[src/rtl/demux_pkg.sv]
// Shared constants and encodings for the 1-to-2 registered demultiplexer.
package demux_pkg;

    localparam int WIDTH_DEF = 32;
    localparam int CNT_W_DEF = 16;

    // Destination select encoding
    typedef enum logic {
        SEL_OUT1 = 1'b0,
        SEL_OUT2 = 1'b1
    } sel_e;

    // One-entry holding slot occupancy
    typedef enum logic {
        SLOT_EMPTY = 1'b0,
        SLOT_FULL  = 1'b1
    } slot_e;

endpackage

[src/rtl/demux_1_2_if.sv]
// Handshake bundle for demux_1_2: one input stream, two output streams.
// slave is the demux side, master is the producer/consumer side.
interface demux_1_2_if
    import demux_pkg::*;
#(
    parameter int WIDTH = WIDTH_DEF
);
    logic [WIDTH-1:0] in_data;
    logic             in_sel;
    logic             in_valid;
    logic             in_ready;
    logic [WIDTH-1:0] out1_data;
    logic             out1_valid;
    logic             out1_ready;
    logic [WIDTH-1:0] out2_data;
    logic             out2_valid;
    logic             out2_ready;

    modport slave (
        input  in_data, in_sel, in_valid, out1_ready, out2_ready,
        output in_ready, out1_data, out1_valid, out2_data, out2_valid
    );

    modport master (
        output in_data, in_sel, in_valid, out1_ready, out2_ready,
        input  in_ready, out1_data, out1_valid, out2_data, out2_valid
    );
endinterface

[src/rtl/demux_1_2_slot.sv]
// One-entry output holding register for the demux. Drain and refill in the
// same cycle keeps the slot full with the new word (no bubble).
// Optional delivered-word counter guarded by DEMUX_COUNT_EN.
module demux_slot
    import demux_pkg::*;
#(
    parameter int WIDTH = WIDTH_DEF
`ifdef DEMUX_COUNT_EN
    ,
    parameter int CNT_W = CNT_W_DEF
`endif
) (
    input  logic             clk,
    input  logic             rst,
    input  logic             load,
    input  logic [WIDTH-1:0] load_data,
    input  logic             ready,
    output logic             valid,
    output logic [WIDTH-1:0] data,
    output logic             can_accept
`ifdef DEMUX_COUNT_EN
    ,
    output logic [CNT_W-1:0] cnt
`endif
);
    slot_e state;

    assign valid      = (state == SLOT_FULL);
    // Free now, or freed by the drain happening this very cycle
    assign can_accept = (state == SLOT_EMPTY) || ready;

    // Occupancy and data: load wins over drain; data kept when slot empties
    always_ff @(posedge clk) begin
        if (rst) begin
            state <= SLOT_EMPTY;
            data  <= '0;
        end else if (load) begin
            state <= SLOT_FULL;
            data  <= load_data;
        end else if (valid && ready) begin
            state <= SLOT_EMPTY;
        end
    end

`ifdef DEMUX_COUNT_EN
    // Count each word handed to the consumer; wraps naturally
    always_ff @(posedge clk) begin
        if (rst)
            cnt <= '0;
        else if (valid && ready)
            cnt <= cnt + 1'b1;
    end
`endif

endmodule

[src/rtl/demux_1_2.sv]
// Registered 1-to-2 demux with valid/ready handshaking. Each output has a
// one-entry holding slot; the top only sanitises the select and generates
// in_ready. Define DEMUX_COUNT_EN for per-output delivered-word counters.
module demux_1_2
    import demux_pkg::*;
#(
    parameter int WIDTH = WIDTH_DEF
`ifdef DEMUX_COUNT_EN
    ,
    parameter int CNT_W = CNT_W_DEF
`endif
) (
    input  logic             clk,
    input  logic             rst,
    demux_1_2_if.slave       bus
`ifdef DEMUX_COUNT_EN
    ,
    output logic [CNT_W-1:0] cnt1,
    output logic [CNT_W-1:0] cnt2
`endif
);
    sel_e sel;
    logic acc1, acc2;
    logic xfer;

    // Only an explicit 1 routes to output 2; X/Z fall through to output 1
    always_comb begin
        sel = SEL_OUT1;
        if (bus.in_sel == 1'b1)
            sel = SEL_OUT2;
    end

    // Ready depends only on the selected slot, never on in_valid
    assign bus.in_ready = (sel == SEL_OUT2) ? acc2 : acc1;
    assign xfer         = bus.in_valid && bus.in_ready;

    demux_slot #(
        .WIDTH (WIDTH)
`ifdef DEMUX_COUNT_EN
        ,
        .CNT_W (CNT_W)
`endif
    ) u_slot1 (
        .clk        (clk),
        .rst        (rst),
        .load       (xfer && (sel == SEL_OUT1)),
        .load_data  (bus.in_data),
        .ready      (bus.out1_ready),
        .valid      (bus.out1_valid),
        .data       (bus.out1_data),
        .can_accept (acc1)
`ifdef DEMUX_COUNT_EN
        ,
        .cnt        (cnt1)
`endif
    );

    demux_slot #(
        .WIDTH (WIDTH)
`ifdef DEMUX_COUNT_EN
        ,
        .CNT_W (CNT_W)
`endif
    ) u_slot2 (
        .clk        (clk),
        .rst        (rst),
        .load       (xfer && (sel == SEL_OUT2)),
        .load_data  (bus.in_data),
        .ready      (bus.out2_ready),
        .valid      (bus.out2_valid),
        .data       (bus.out2_data),
        .can_accept (acc2)
`ifdef DEMUX_COUNT_EN
        ,
        .cnt        (cnt2)
`endif
    );

endmodule

[src/flat_wrapper.sv]
// flat-port wrapper written by rule: the top's interface ports become plain ports
module demux_1_2_flat import demux_pkg::*;
#(
    parameter int WIDTH = WIDTH_DEF

)
  (clk, rst, bus_in_data, bus_in_sel, bus_in_valid, bus_out1_ready, bus_out2_ready, bus_in_ready, bus_out1_data, bus_out1_valid, bus_out2_data, bus_out2_valid);
  demux_1_2_if #(.WIDTH(WIDTH)) bus_i ();
  input  logic clk;
  input  logic rst;
  input wire logic [$bits(bus_i.in_data)-1:0] bus_in_data;
  input wire logic [$bits(bus_i.in_sel)-1:0] bus_in_sel;
  input wire logic [$bits(bus_i.in_valid)-1:0] bus_in_valid;
  input wire logic [$bits(bus_i.out1_ready)-1:0] bus_out1_ready;
  input wire logic [$bits(bus_i.out2_ready)-1:0] bus_out2_ready;
  output wire logic [$bits(bus_i.in_ready)-1:0] bus_in_ready;
  output wire logic [$bits(bus_i.out1_data)-1:0] bus_out1_data;
  output wire logic [$bits(bus_i.out1_valid)-1:0] bus_out1_valid;
  output wire logic [$bits(bus_i.out2_data)-1:0] bus_out2_data;
  output wire logic [$bits(bus_i.out2_valid)-1:0] bus_out2_valid;
  assign bus_i.in_data = bus_in_data;
  assign bus_i.in_sel = bus_in_sel;
  assign bus_i.in_valid = bus_in_valid;
  assign bus_i.out1_ready = bus_out1_ready;
  assign bus_i.out2_ready = bus_out2_ready;
  assign bus_in_ready = bus_i.in_ready;
  assign bus_out1_data = bus_i.out1_data;
  assign bus_out1_valid = bus_i.out1_valid;
  assign bus_out2_data = bus_i.out2_data;
  assign bus_out2_valid = bus_i.out2_valid;
  demux_1_2 #(.WIDTH(WIDTH)) u_core (.clk(clk), .rst(rst), .bus(bus_i));
endmodule
[config.mk]
export PLATFORM = sky130hd
export DESIGN_NAME = demux_1_2_flat
export DESIGN_NICKNAME = d
export VERILOG_FILES = /design/src/rtl/demux_pkg.sv /design/src/rtl/demux_1_2_if.sv /design/src/rtl/demux_1_2_slot.sv /design/src/rtl/demux_1_2.sv /design/src/flat_wrapper.sv
export SDC_FILE = /design/constraint.sdc
export NUM_CORES = 1
export LEC_CHECK = 0
export ABC_AREA = 1
export CAP_MARGIN = 40
export CORE_UTILIZATION = 40
export CTS_CLUSTER_DIAMETER = 60
export DETAILED_ROUTE_END_ITERATION = 7
export GPL_TIMING_DRIVEN = 0
export PLACE_DENSITY = 0.78
export SKIP_LAST_GASP = 1
export SLEW_MARGIN = 15
export SYNTH_ARGS = -nofsm -noshare
export SYNTH_HDL_FRONTEND = slang
export SYNTH_SLANG_ARGS = --single-unit
export TNS_END_PERCENT = 10
[constraint.sdc]
create_clock -name clk -period 1.2 [get_ports clk]
set_clock_uncertainty 0.1 [all_clocks]
set_input_delay 0.24 -clock clk [delete_from_list [all_inputs] [get_ports clk]]
set_output_delay 0.24 -clock clk [all_outputs]
set_load 0.005 [all_outputs]
# ---- Word level (Yosys, flattened, before mapping)
# Index checks and enable logic that the tools add are counted.
dict set report classes {
  div_mod_pow 0
  n_bitwise 3
  add_sub_neg 0
  order_cmp 0
  n_mul 0
  shifts 0
  n_reduce_logical 9
  mux 6
  eq_ne 0
}
# op n
set op_table {}
lappend op_table {{2-to-1 mux 1 bit} 6}
lappend op_table {{logical AND 1 bit} 5}
lappend op_table {{nonzero test 2 bit} 2}
lappend op_table {{NOT 1 bit} 3}
lappend op_table {{logical OR 1 bit} 2}
dict set report totals {
  mem_bits_ro 0
  mem_bits_rw 0
  out_inout_bits 67
  latch_bits 0
  regBits 66
  in_bits 38
  mem_count 0
  elab_cells 22
}

# ---- Logic depth before layout (Yosys ltp)
dict set report logic_depth {
  ltp_word 6
  mapped_depth 7
}

# ---- By module
# From an unflattened synthesis, not the netlist that was laid out.
dict set report hier_totals {
  cells_unflattened 293
  area_unflattened_um2 2336.0
}
# mod cells_per_inst area_each_um2 instances
set by_module_without_submodules {}
lappend by_module_without_submodules {demux_slot 143 1152.4 2}
lappend by_module_without_submodules {demux_1_2 7 31.3 1}

# ---- Worst setup path before layout
# Ideal clock, no wire load.
dict set report synth_timing {
  path_kind {register to output}
  start {register u_core.u_slot1.state (netlist: u_core.u_slot1.valid)}
  end {output bus_in_ready}
  setup_slack_ps 14
  stages_incl_launch_ff 5
  required_ps 860
  path_buffers 1
  arrival_ps 846
  cell_sequence {dfxtp_1 -> nand2_2 -> buf_2 -> nor2_1 -> a31oi_1}
}
dict set report synth_between {
  elab_chain_len 3
}
# element line
set synth_lines {}
lappend synth_lines {{from (decl)} demux_1_2_slot.sv:26} ;# slot_e state;
lappend synth_lines {{from (signal assigned)} demux_1_2_slot.sv:35} ;# state <= SLOT_EMPTY;
lappend synth_lines {{from (signal assigned)} demux_1_2_slot.sv:38} ;# state <= SLOT_FULL;
lappend synth_lines {{from (signal assigned)} demux_1_2_slot.sv:41} ;# state <= SLOT_EMPTY;
lappend synth_lines {{NOT 1 bit} demux_1_2_slot.sv:30} ;# assign can_accept = (state == SLOT_EMPTY) || ready;
lappend synth_lines {{logical OR 1 bit} demux_1_2_slot.sv:30}
lappend synth_lines {{2-to-1 mux 1 bit} demux_1_2.sv:34} ;# assign bus.in_ready = (sel == SEL_OUT2) ? acc2 : acc1;
lappend synth_lines {{to (decl)} flat_wrapper.sv:16} ;# output wire logic [$bits(bus_i.in_ready)-1:0] bus_in_ready;
# Every way passes these cells.

# ---- Worst setup path in the final report
dict set report layout_timing {
  start {register u_core.u_slot1.data[1]}
  end {output bus_out1_data[1]}
}
# element line
set layout_rtl {}
lappend layout_rtl {{from (decl)} demux_1_2_slot.sv:19} ;# output logic [WIDTH-1:0] data,
lappend layout_rtl {{from (signal assigned)} demux_1_2_slot.sv:39} ;# data <= load_data;
lappend layout_rtl {{to (decl)} flat_wrapper.sv:17} ;# output wire logic [$bits(bus_i.out1_data)-1:0] bus_out1_data;
# No word-level cell between the ends.

==> run summary <==
Yosys reg bits: 66
H-tree depth: 3
Post-Route Utilization: 60.6%
P&R area growth vs syn: 47.2%
Setup Viol. Count Final: 104
Largest net degree at the start of global routing: 13
Worst Path Required: 0.86 ns
Pleak: 2.84 nW
# hold bufs at CTS: 0
CTS tree: built
Max clock buf depth: 2
WP buf/inv: 1
Slew headroom: 67.8%
Via count: 3443
Row count: 33
Worst-path fanout max: 2
Post-synth cell types: 15
Die area: 8830 sq um
Initial antenna violation count: 0
Layout cells sized above 1: 20.7%
Slowest CP cell: clkdlybuf4s50_1
CP peak stage delay: 0.49 ns
Worst Setup Slack, final: -0.305 ns
Syn avg cell area: 6.37 sq um
Overall Global Routing Usage: 21.2%
Hpwl dp: 6520 um
Global-route wire length before repair: 14500 um
IO Port Bufs: 103
Pwr dens: 1180 nW/um^2
Post-synthesis sequential area ratio: 39.1%
Global route total overflow: 0
Most frequent cells in the layout: inv_1 (154), nand2_1 (123), nand4_1 (64), nor2_1 (60), clkdlybuf4s50_1 (46)
Final Wtd Congestion: 0.787
VDD IR-drop max: 582 uV
Mapped Nets: 569
DRC viols: 0
Mapped Area: 3380 sq um
# fillers: 755
Cells after synthesis: 531
Post-DRT Antenna Nets: 0
Status: complete, but fails checks
HP Class: in -> reg
Yosys warnings: 0
Clk root buf: clkbuf_8
Reg clk slew, reported paths: 0.07 ns
CTS buffer count: 9
Avg WL per Cell: 12.1 um
CP Cell Sequence: clkdlybuf4s50_1
Fmax: 0.665 GHz
Final worst-path cycle share: 125%
Failing checks: setup timing
Clock period minus worst slack: 1.50 ns
Commonest non-fill, non-tap cell in the layout: inv_1
Sink Count: 66
Startpoint Class: register
Drt via density: 4.49
Ports: 105
Vias in the first global route: 3238
Max-cap viol count: 0
Iteration-0 DRC count of the detailed router: 87
Worst-Margin Slew: 0.484 ns
WS Path Type: reg -> out
Unrepaired setup endpoints after global routing: true
CP delay by family, top: buffers and inverters
Total wire length: 9260 um
Core area: 8220 sq um
Arr. time, crit path: 1.16 ns
Diodes inserted: 0
Pre-CTS setup slack: -1.11 ns
Nets: 694
Die X-Extent: 94.0 um
Initial core utilization: 41.2%
Initial DRT Pass Iterations: 4
CP Capture Type: output port
Clk Latency, worst-skew pair: 0.34 ns
Slew Limit Fails: 0
Final-report hold violation count: 0
Die Ht: 94.0 um
-- metal layers --
metal	up-vias	GRT usage [%]	share of wire (%)
met1	1542	24.4	42
met3	12	4.94	6.4
li1	1789	-	-
met5	-	0	0
met2	100	37.2	50
met4	0	8.85	1.5
-- power by group --
group	internal, mW	switching (mW)	leakage (nW)	total (mW)
combinational	0.579	0.597	2.16	1.18
clock	1.38	0.876	0.120	2.26
sequential	2.36	0.0781	0.558	2.44
total	4.32	1.55	2.84	5.87
-- stage by stage --
stage / cells / instance area [sq um] / TNS (ns) / power (mW) / hold slack (ns)
6_report: 766 / 4980 / -7.27 / 5.87 / 0.161
5_1_grt: 766 / 4980 / -13.56 / 6.20 / 0.179
4_1_cts: 760 / 4780 / -15.03 / 5.83 / 0.150
3_5_place_dp: 739 / 4540 / -32.44 / 3.63 / 0.403
3_3_place_gp: 739 / 4540 / -31.93 / 3.60 / 0.395
2_1_floorplan: 531 / 3380 / 0 / 3.06 / 0.376
-- cell families after synthesis --
kind of cell / Yosys count / share of synthesized area [%]
simple gates: 265 / 35.1
buf+inv: 199 / 25.6
flops: 66 / 39.1
compound gates: 1 / 0.185
-- state kept, by name, summed over array words and instances, names as in the netlist --
name,count
u_core.u_slot2.valid,1
u_core.u_slot1.data,32
u_core.u_slot2.data,32
u_core.u_slot1.valid,1
-- final timing paths --
path	end	slack [ns]	depth (start not counted)	from
worst max register to register	u_core.u_slot2.data[11]	-0.06	7	u_core.u_slot2.valid
worst min-delay path	u_core.u_slot2.data[19]	0.16	4	bus_in_sel
worst max-delay path	bus_out1_data[1]	-0.30	1	u_core.u_slot1.data[1]
worst min register to register	u_core.u_slot1.data[4]	0.41	4	u_core.u_slot1.data[4]
-- final cells by class --
type / count / area (sq um) / share of cell area [%]
Tap cell: 105 / 131 / 2.64
Timing Repair Buffer: 114 / 1060 / 21.3
Buffer: 33 / 269 / 5.40
Sequential cell: 66 / 1370 / 27.5
Inverter: 166 / 626 / 12.6
Clock buffer: 9 / 124 / 2.49
Multi-Input combinational cell: 266 / 1280 / 25.8
Clock inverter: 7 / 116 / 2.34
-- worst min-delay path, delay by kind of cell --
kind,cells,cell delay [ns]
AND/OR/NAND/NOR,3,0.19
buffers and inverters,1,0.13
-- Yosys cell counts --
library cell  number  area, sq um
nand2_1          132          495
buf_1              4         15.0
nand3_4            2         35.0
buf_2             13         65.1
dfxtp_1           66         1320
buf_4              1         7.51
a31oi_1            1         6.26
clkbuf_1           2         7.51
nand2_2            2         12.5
nor2_1            65          244
buf_6             13          146
inv_2              1         3.75
inv_4              1         6.26
inv_1            164          616
nand4_1           64          400
-- timing repair --
action | 4_1_cts | 5_1_grt
pin swaps | 1 | 12
buffers inserted | 5 | 4
gates cloned | 0 | 2
endpoints found under the setup margin | 130 | 121
resized for setup | 135 | 52
Power figures use the tool's default switching activity.
